<file path="src/rtl/spi_slave_rx.sv">
// SPI slave receiver: synchronizes the master's SPI signals into the clk domain,
// assembles MSB-first frames and buffers complete words in a first-word fall-through FIFO.
module spi_slave_rx #(
    parameter int DATA_W     = 16,
    parameter int FIFO_DEPTH = 4
) (
    input  logic                          clk,
    input  logic                          rst,
    input  logic                          spi_ssal,
    input  logic                          spi_mclk,
    input  logic                          spi_dat,
    input  logic                          rd_en,
    input  logic                          err_clr,
    output logic [DATA_W-1:0]             dat_out,
    output logic                          empty,
    output logic                          full,
    output logic [$clog2(FIFO_DEPTH):0]   level,
    output logic [4:0]                    bit_count,
    output logic                          busy,
    output logic                          frame_err,
    output logic                          ovf
);

    localparam int AW    = $clog2(FIFO_DEPTH);
    localparam int LVL_W = AW + 1;
    localparam logic [AW-1:0]    PTR_ONE  = 1;
    localparam logic [LVL_W-1:0] LVL_ONE  = 1;
    localparam logic [LVL_W-1:0] LVL_FULL = LVL_W'(FIFO_DEPTH);
    localparam logic [4:0]       LAST_BIT = 5'(DATA_W - 1);

    typedef enum logic {IDLE = 1'b0, SHIFT = 1'b1} state_t;

    state_t            state;
    logic              ssal_meta, ssal_sync;
    logic              mclk_meta, mclk_sync, mclk_prev;
    logic              dat_meta, dat_sync;
    logic [1:0]        settle;
    logic              armed;
    logic [DATA_W-1:0] shreg;

    logic [DATA_W-1:0] mem [FIFO_DEPTH];
    logic [AW-1:0]     wr_ptr, rd_ptr;

    logic              mclk_rise, last_bit, push, abort, pop, wr_ok, drop;
    logic [DATA_W-1:0] word;

    // settle[1] marks the point where ssal_sync carries a real sample rather than its reset value
    always_ff @(posedge clk or posedge rst) begin
        if (rst) begin
            ssal_meta <= 1'b1;
            ssal_sync <= 1'b1;
            mclk_meta <= 1'b0;
            mclk_sync <= 1'b0;
            mclk_prev <= 1'b0;
            dat_meta  <= 1'b0;
            dat_sync  <= 1'b0;
            settle    <= 2'b00;
        end else begin
            ssal_meta <= spi_ssal;
            ssal_sync <= ssal_meta;
            mclk_meta <= spi_mclk;
            mclk_sync <= mclk_meta;
            mclk_prev <= mclk_sync;
            dat_meta  <= spi_dat;
            dat_sync  <= dat_meta;
            settle    <= {settle[0], 1'b1};
        end
    end

    assign mclk_rise = mclk_sync & ~mclk_prev;
    assign last_bit  = (bit_count == LAST_BIT);
    assign word      = {shreg[DATA_W-2:0], dat_sync};
    assign push      = (state == SHIFT) & ~ssal_sync & mclk_rise & last_bit;
    assign abort     = (state == SHIFT) & ssal_sync & (bit_count != 5'd0);
    assign busy      = (state == SHIFT);

    // armed is only set by seeing ssal high after reset, so a frame cut by reset is not resumed
    always_ff @(posedge clk or posedge rst) begin
        if (rst) begin
            state     <= IDLE;
            shreg     <= '0;
            bit_count <= 5'd0;
            armed     <= 1'b0;
        end else begin
            case (state)
                IDLE: begin
                    if (settle[1] && ssal_sync)
                        armed <= 1'b1;
                    if (armed && !ssal_sync)
                        state <= SHIFT;
                end
                SHIFT: begin
                    if (ssal_sync) begin
                        state     <= IDLE;
                        shreg     <= '0;
                        bit_count <= 5'd0;
                    end else if (mclk_rise) begin
                        shreg     <= word;
                        bit_count <= last_bit ? 5'd0 : bit_count + 5'd1;
                    end
                end
                default: state <= IDLE;
            endcase
        end
    end

    assign empty   = (level == '0);
    assign full    = (level == LVL_FULL);
    assign pop     = rd_en & ~empty;
    assign wr_ok   = push & (~full | pop);
    assign drop    = push & full & ~pop;
    assign dat_out = empty ? '0 : mem[rd_ptr];

    always_ff @(posedge clk or posedge rst) begin
        if (rst) begin
            wr_ptr <= '0;
            rd_ptr <= '0;
            level  <= '0;
        end else begin
            if (wr_ok)
                wr_ptr <= wr_ptr + PTR_ONE;
            if (pop)
                rd_ptr <= rd_ptr + PTR_ONE;
            case ({wr_ok, pop})
                2'b10:   level <= level + LVL_ONE;
                2'b01:   level <= level - LVL_ONE;
                default: level <= level;
            endcase
        end
    end

    // when full, a simultaneous pop frees the slot wr_ptr points at, so the write is safe
    always_ff @(posedge clk) begin
        if (wr_ok)
            mem[wr_ptr] <= word;
    end

    always_ff @(posedge clk or posedge rst) begin
        if (rst) begin
            frame_err <= 1'b0;
            ovf       <= 1'b0;
        end else begin
            if (abort)
                frame_err <= 1'b1;
            else if (err_clr)
                frame_err <= 1'b0;
            if (drop)
                ovf <= 1'b1;
            else if (err_clr)
                ovf <= 1'b0;
        end
    end

endmodule

</file>
<file path="config.mk">
export PLATFORM = sky130hd
export DESIGN_NAME = spi_slave_rx
export DESIGN_NICKNAME = d
export VERILOG_FILES = /design/src/rtl/spi_slave_rx.sv
export SDC_FILE = /design/constraint.sdc
export NUM_CORES = 1
export LEC_CHECK = 0
export ABC_AREA = 1
export CAP_MARGIN = 10
export CORE_ASPECT_RATIO = 0.5
export CORE_MARGIN = 5
export CORE_UTILIZATION = 43
export DETAILED_ROUTE_END_ITERATION = 7
export GPL_TIMING_DRIVEN = 0
export MAX_ROUTING_LAYER = met4
export PLACE_DENSITY_LB_ADDON = 0.08
export SETUP_SLACK_MARGIN = 0.15
export SYNTH_ARGS = -nofsm -noshare
export SYNTH_HDL_FRONTEND = slang
export SYNTH_SLANG_ARGS = --single-unit
</file>
<file path="constraint.sdc">
create_clock -name clk -period 2.5 [get_ports clk]
set_clock_uncertainty 0.2 [all_clocks]
set_input_delay 0.375 -clock clk [delete_from_list [all_inputs] [get_ports clk]]
set_output_delay 0.375 -clock clk [all_outputs]
set_load 0.02 [all_outputs]
</file>
==> reports/summary.txt, run 1 <==
Status - complete, no violations
First-pass GRT wire length - 13.76 mm
Synth warnings - 0
Syn-to-layout area delta - 21.15%
Pre-antenna DRT Iters - 4
Mapped Area - 4312 um^2
CP Launch Type - flop
ANT cells - 0
Total power density per cell area - 1003 nW/um^2
Required @ worst endpoint - 2.26 ns
Clk_lat worst skew - 0.34 ns
Syn_nets - 374
Vias per cell - 4.809
IO Count - 36
DRT iter0 DRCs - 138
Fmax - 430.5 MHz
Leakage - 2.028 nW
Arrival @ worst endpoint - 2.08 ns
Worst Tran Pin Value - 0.9944 ns
Worst Setup End Kind - flop
Slew Limit Fails - 0
I/O Buffers - 35
# setup viols final - 0
Post-synth EDFFs - 64
RePlAce Congestion - 0.7344
Final setup TNS - 0 ns
Cells after synthesis - 359
Via Count - 2664
Most frequent cells in the layout - nor2_1 (67), edfxtp_1 (64), dfrtp_1 (36)
# DRC - 0
Die area - 12250 um^2
Final period utilization - 92.91%
CTS Buf Count - 9
CTS Sinks - 104
Clock-pin transition on the worst setup and hold timing paths - 0.07 ns
FILL cells - 832
Final antenna-violating net count - 0
Nets - 429
Clk buf depth - 2
Final Total Pwr - 0.005239 W
RSZ-0062 raised after global routing - yes
Worst reg2reg startpoint - bit_count[0]
Synthesized area per cell - 12.01 um^2
Cell row count - 25
Setup CP Type - reg2reg
Synth cell types - 32
Die height - 80.81 um
Hold Crit Class - reg2reg
Final hold vios - 0
Hold path start - dat_meta
Most common cell after layout, fill and taps aside - nor2_1
Dpl hpwl - 5.500 mm
Top FF cell, synth - edfxtp_1
Crit-path max FO - 16
Max Cap Viol - 0
Largest net degree at the start of global routing - 41
Chip width - 151.6 um
Share of cells above drive strength 1 - 22.67%
Setup crit start - bit_count[0]
Initial Util - 44.90%
Peak supply drop - 0.4395 mV
Synth Register Bits - 104
Max H-tree Level - 3
Total grt overflow - 0
Clock root buffer - clkbuf_16
Drt total wl - 8.524 mm
Initial antenna violation count - 0
Vias in the first global route - 2681
Core ar. - 9603 um^2
Crit path time final - 2.323 ns
Slew Limit Headroom - 33.64%
Asr flop ratio synth - 38.46%
Detailed-route wire length per cell - 15.39 um
Total track usage - 15.43%
CTS tree - yes
Sequential area share after synthesis - 67.85%
==> through the flow <==
stage / utilization (%) / setup slack, ns / instance area [um^2] / std cells / hold WS [ns]
global route: 54.40 / 0.04425 / 5224 / 554 / 0.1599
CTS: 53.62 / 0.05611 / 5149 / 545 / 0.1566
floorplan: - / 0.1734 / 4312 / 359 / 0.1312
finish: 54.40 / 0.1771 / 5224 / 554 / 0.1542
global placement: 50.31 / -0.07226 / 4831 / 529 / 0.1330
detailed placement: 50.31 / -0.1051 / 4831 / 529 / 0.1412
==> critical path, stage by stage, from the launching register on <==
cell,delay (ns)
dfrtp_1,0.42
ha_4,0.17
nand3_4,0.08
nor2_4,0.14
nand3_4,0.14
nor2_2,0.78
==> worst paths after layout <==
path | to | slack [ns] | cells past startpoint
setup / recovery | mem[3][13] | 0.18 | 5
hold / removal | dat_sync | 0.15 | 0
setup reg to reg | mem[3][13] | 0.18 | 5
hold reg to reg | dat_sync | 0.15 | 0
max in group asynchronous | level[1] | 1.15 | 2
min in group asynchronous | shreg[11] | 0.35 | 2
==> state kept, by name, summed over array words and instances, names as in the netlist, 2 cells and up <==
| signal | cells |
|---|---|
| wr_ptr | 2 |
| shreg | 15 |
| level | 3 |
| settle | 2 |
| rd_ptr | 2 |
| mem | 64 |
| bit_count | 5 |
==> layout make-up <==
type	count	area (um^2)	share of cell area (%)
plain buffers	13	125.1	2.395
clock buffers	9	225.2	4.311
clock inverters	7	93.84	1.796
inverters	42	165.2	3.162
multi-input cells	200	1165	22.30
flip-flops and latches	104	2928	56.05
well taps	135	168.9	3.234
repair buffers	44	352.8	6.754
==> what timing repair did <==
action | in CTS | in global routing
hold buffers | 0 | 0
gates resized for setup | 26 | 45
pin swaps | 0 | 3
setup buffers | 0 | 9
setup endpoints to repair | 82 | 82
==> per-layer routing <==
metal | vias up | global-route usage, % | routed length, um
li1 | 1316 | - | -
met1 | 1293 | 20.40 | 4245
met2 | 45 | 24.04 | 3905
met3 | 10 | 3.902 | 282
met4 | 0 | 4.301 | 91
met5 | - | - | 0
==> cell usage after synthesis, drive strengths merged, types with 2 or more instances <==
cell type	count	area, um^2
nor2	76	315.3
inv	42	162.7
o21ai	38	190.2
xnor2	2	17.52
buf	13	113.9
dfrtp	38	950.9
nand3	11	77.58
o22ai	16	162.7
xor2	3	26.28
a21oi	19	95.09
nand2	23	96.35
ha	7	87.58
edfxtp	64	1922
dfstp	2	52.55
==> logic make-up (layout without fill, tap and decap cells) <==
family	after synthesis	after routing	share of synthesized area (%)
xor gates and xnor gates	5	5	1.016
other	1	1	0.08697
DFF	104	104	67.85
buffers and inverters	55	115	6.413
adders and majority gates	8	8	2.496
AOI/OAI and AO/OA	73	73	10.39
and+or+nand+nor	113	113	11.75
==> power by group <==
part           leakage (nW)  switching, W  internal [W]
logic                 0.744       0.00115      0.000683
registers              1.13     0.0000507       0.00187
clock network         0.152      0.000604      0.000877
total                  2.03       0.00181       0.00343
No activity file was read; power rests on OpenSTA's default activity.
==> run 2: changes to the inputs <==
RECOVER_POWER = 25   (was not set)
==> run 2 against run 1 <==
Clock power about the same. Sequential cell count unchanged. Non-clock buffer count unchanged. Register-to-register slack about the same. Combinational power about the same. Total power about the same. Die area unchanged. Count of clock-buffer cells in the layout unchanged. Hold slack unchanged. Critical endpoint unchanged.
==> reports/summary.txt, run 2 (synthesis results as in run 1) <==
Worst Slack Setup Final - 0.1771 ns
Clk buf depth - 2
Required @ worst endpoint - 2.26 ns
Fmax - 430.5 MHz
Pre-antenna DRT Iters - 4
Hold Crit Depth - 0
Clock root buffer - clkbuf_16
CP bufs+invs - 0
Syn-to-layout area delta - 21.15%
Crit path top cell by count - nand3_4
Slowest stage delay, CP - 0.78 ns
FF-to-FF setup slack - 0.18 ns
Final hold vios - 0
CTS Buf Count - 9
Most frequent cells in the layout - nor2_1 (67), edfxtp_1 (64), dfrtp_1 (36)
Worst path slowest cell - nor2_2
# setup viols final - 0
CTS tree - yes
Slew Limit Headroom - 33.64%
I/O Buffers - 35
Dpl hpwl - 5.500 mm
Via Count - 2664
Largest Register - mem
Initial Util - 44.90%
Total power density per cell area - 1003 nW/um^2
Clk_lat worst skew - 0.34 ns
Max H-tree Level - 3
Final period utilization - 92.91%
Vias in the first global route - 2681
Largest register FFs - 64
Largest net degree at the start of global routing - 41
Slew Limit Fails - 0
DRT iter0 DRCs - 138
First-pass GRT wire length - 13.76 mm
Inst Count DP - 529
Peak supply drop - 0.4395 mV
Status - complete, no violations
Die height - 80.81 um
Crit path max-delay family - simple AND/OR/NAND/NOR gates
Crit path time final - 2.323 ns
Total track usage - 15.43%
Hold path start - dat_meta
RePlAce Congestion - 0.7344
Clock-pin transition on the worst setup and hold timing paths - 0.07 ns
Worst Setup End Kind - flop
Min Hold Slack - 0.1542 ns
Arrival @ worst endpoint - 2.08 ns
Core ar. - 9603 um^2
Hold Path Sink - dat_sync
Most common cell after layout, fill and taps aside - nor2_1
Die area - 12250 um^2
Post-layout util - 54.40%
Share of cells above drive strength 1 - 22.67%
Non-filler cells, final - 554
Crit-path cells - ha_4, nand3_4, nor2_4, nand3_4, nor2_2
Cell row count - 25
Final antenna-violating net count - 0
# DRC - 0
Biggest regs - mem (64), shreg (15), bit_count (5)
Worst Tran Pin Value - 0.9944 ns
Worst reg2reg startpoint - bit_count[0]
Setup CP Type - reg2reg
RR Endpoint - mem[3][13]
Nets - 429
Drt total wl - 8.524 mm
Initial antenna violation count - 0
Pre-CTS WS - -0.1051 ns
Hold Crit Class - reg2reg
CP Launch Type - flop
ANT cells - 0
RSZ-0062 raised after global routing - yes
Placed instance area - 4831 um^2
Fin area - 5224 um^2
IO Count - 36
R2R cell count - 5
CTS Sinks - 104
Total grt overflow - 0
Leakage - 2.029 nW
Chip width - 151.6 um
Crit-path max FO - 16
Detailed-route wire length per cell - 15.39 um
Vias per cell - 4.809
Max Cap Viol - 0
[run 2: cell types whose count changed in the layout (fill, tap and decap cells not counted), sizes merged]
cell and delta:
dlygate4sd3 +3, clkdlybuf4s50 -3
[run 2: routing by layer]
metal  GRT usage, %  part of all wire (%)  wire [um]  vias up
met5              -                     0          0        -
met4          4.301                   1.1         91        0
met3          3.902                   3.3        282       10
met2          24.04                    46       3905       45
met1          20.40                    50       4244     1293
li1               -                     -          -     1316
[run 2: layout make-up]
type / count / area, um^2
Fill cell: 832 / 4379
Clock inverter: 7 / 93.84
Inverter: 42 / 165.2
Multi-Input combinational cell: 200 / 1165
Timing Repair Buffer: 44 / 352.8
Tap cell: 135 / 168.9
Clock buffer: 9 / 225.2
Sequential cell: 104 / 2928
Buffer: 13 / 125.1
[run 2: power breakdown]
part	leakage [nW]	internal [W]	switching, W
clock network	0.152	0.000877	0.000604
logic	0.745	0.000682	0.00115
registers	1.13	0.00187	0.0000507
[run 2: metrics by stage]
stage / TNS [ns] / total power [W]
after CTS: 0 / 0.005276
final: 0 / 0.005238
after floorplan: 0 / 0.003140
after global placement: -3.162 / 0.003887
after global routing: 0 / 0.005539
after detailed placement: -6.087 / 0.003923
[run 2: what timing repair did]
action	CTS	global route
hold buffers	0	0
setup buffers	0	9
pin swaps	0	3
cloned	0	0
setup endpoints to repair	82	82
resized for setup	26	45
[run 2: how the worst max path moves through the flow]
stage          slack (ns)          to          from  cells after the start
3_5_place_dp        -0.11    level[2]         rd_en                     10
4_1_cts              0.06   mem[2][1]  bit_count[1]                      5
6_report             0.18  mem[3][13]  bit_count[0]                      5
3_3_place_gp        -0.07   mem[1][8]         rd_en                      5
2_1_floorplan        0.17    level[2]  bit_count[0]                     10
5_1_grt              0.04  mem[1][13]  bit_count[0]                      5
[run 2: worst reg2reg max path, delay by kind of cell, from the launching register on]
family                     cells  cell delay, ns
and+or+nand+nor                4            1.15
DFF                            1            0.42
adders and majority gates      1            0.17
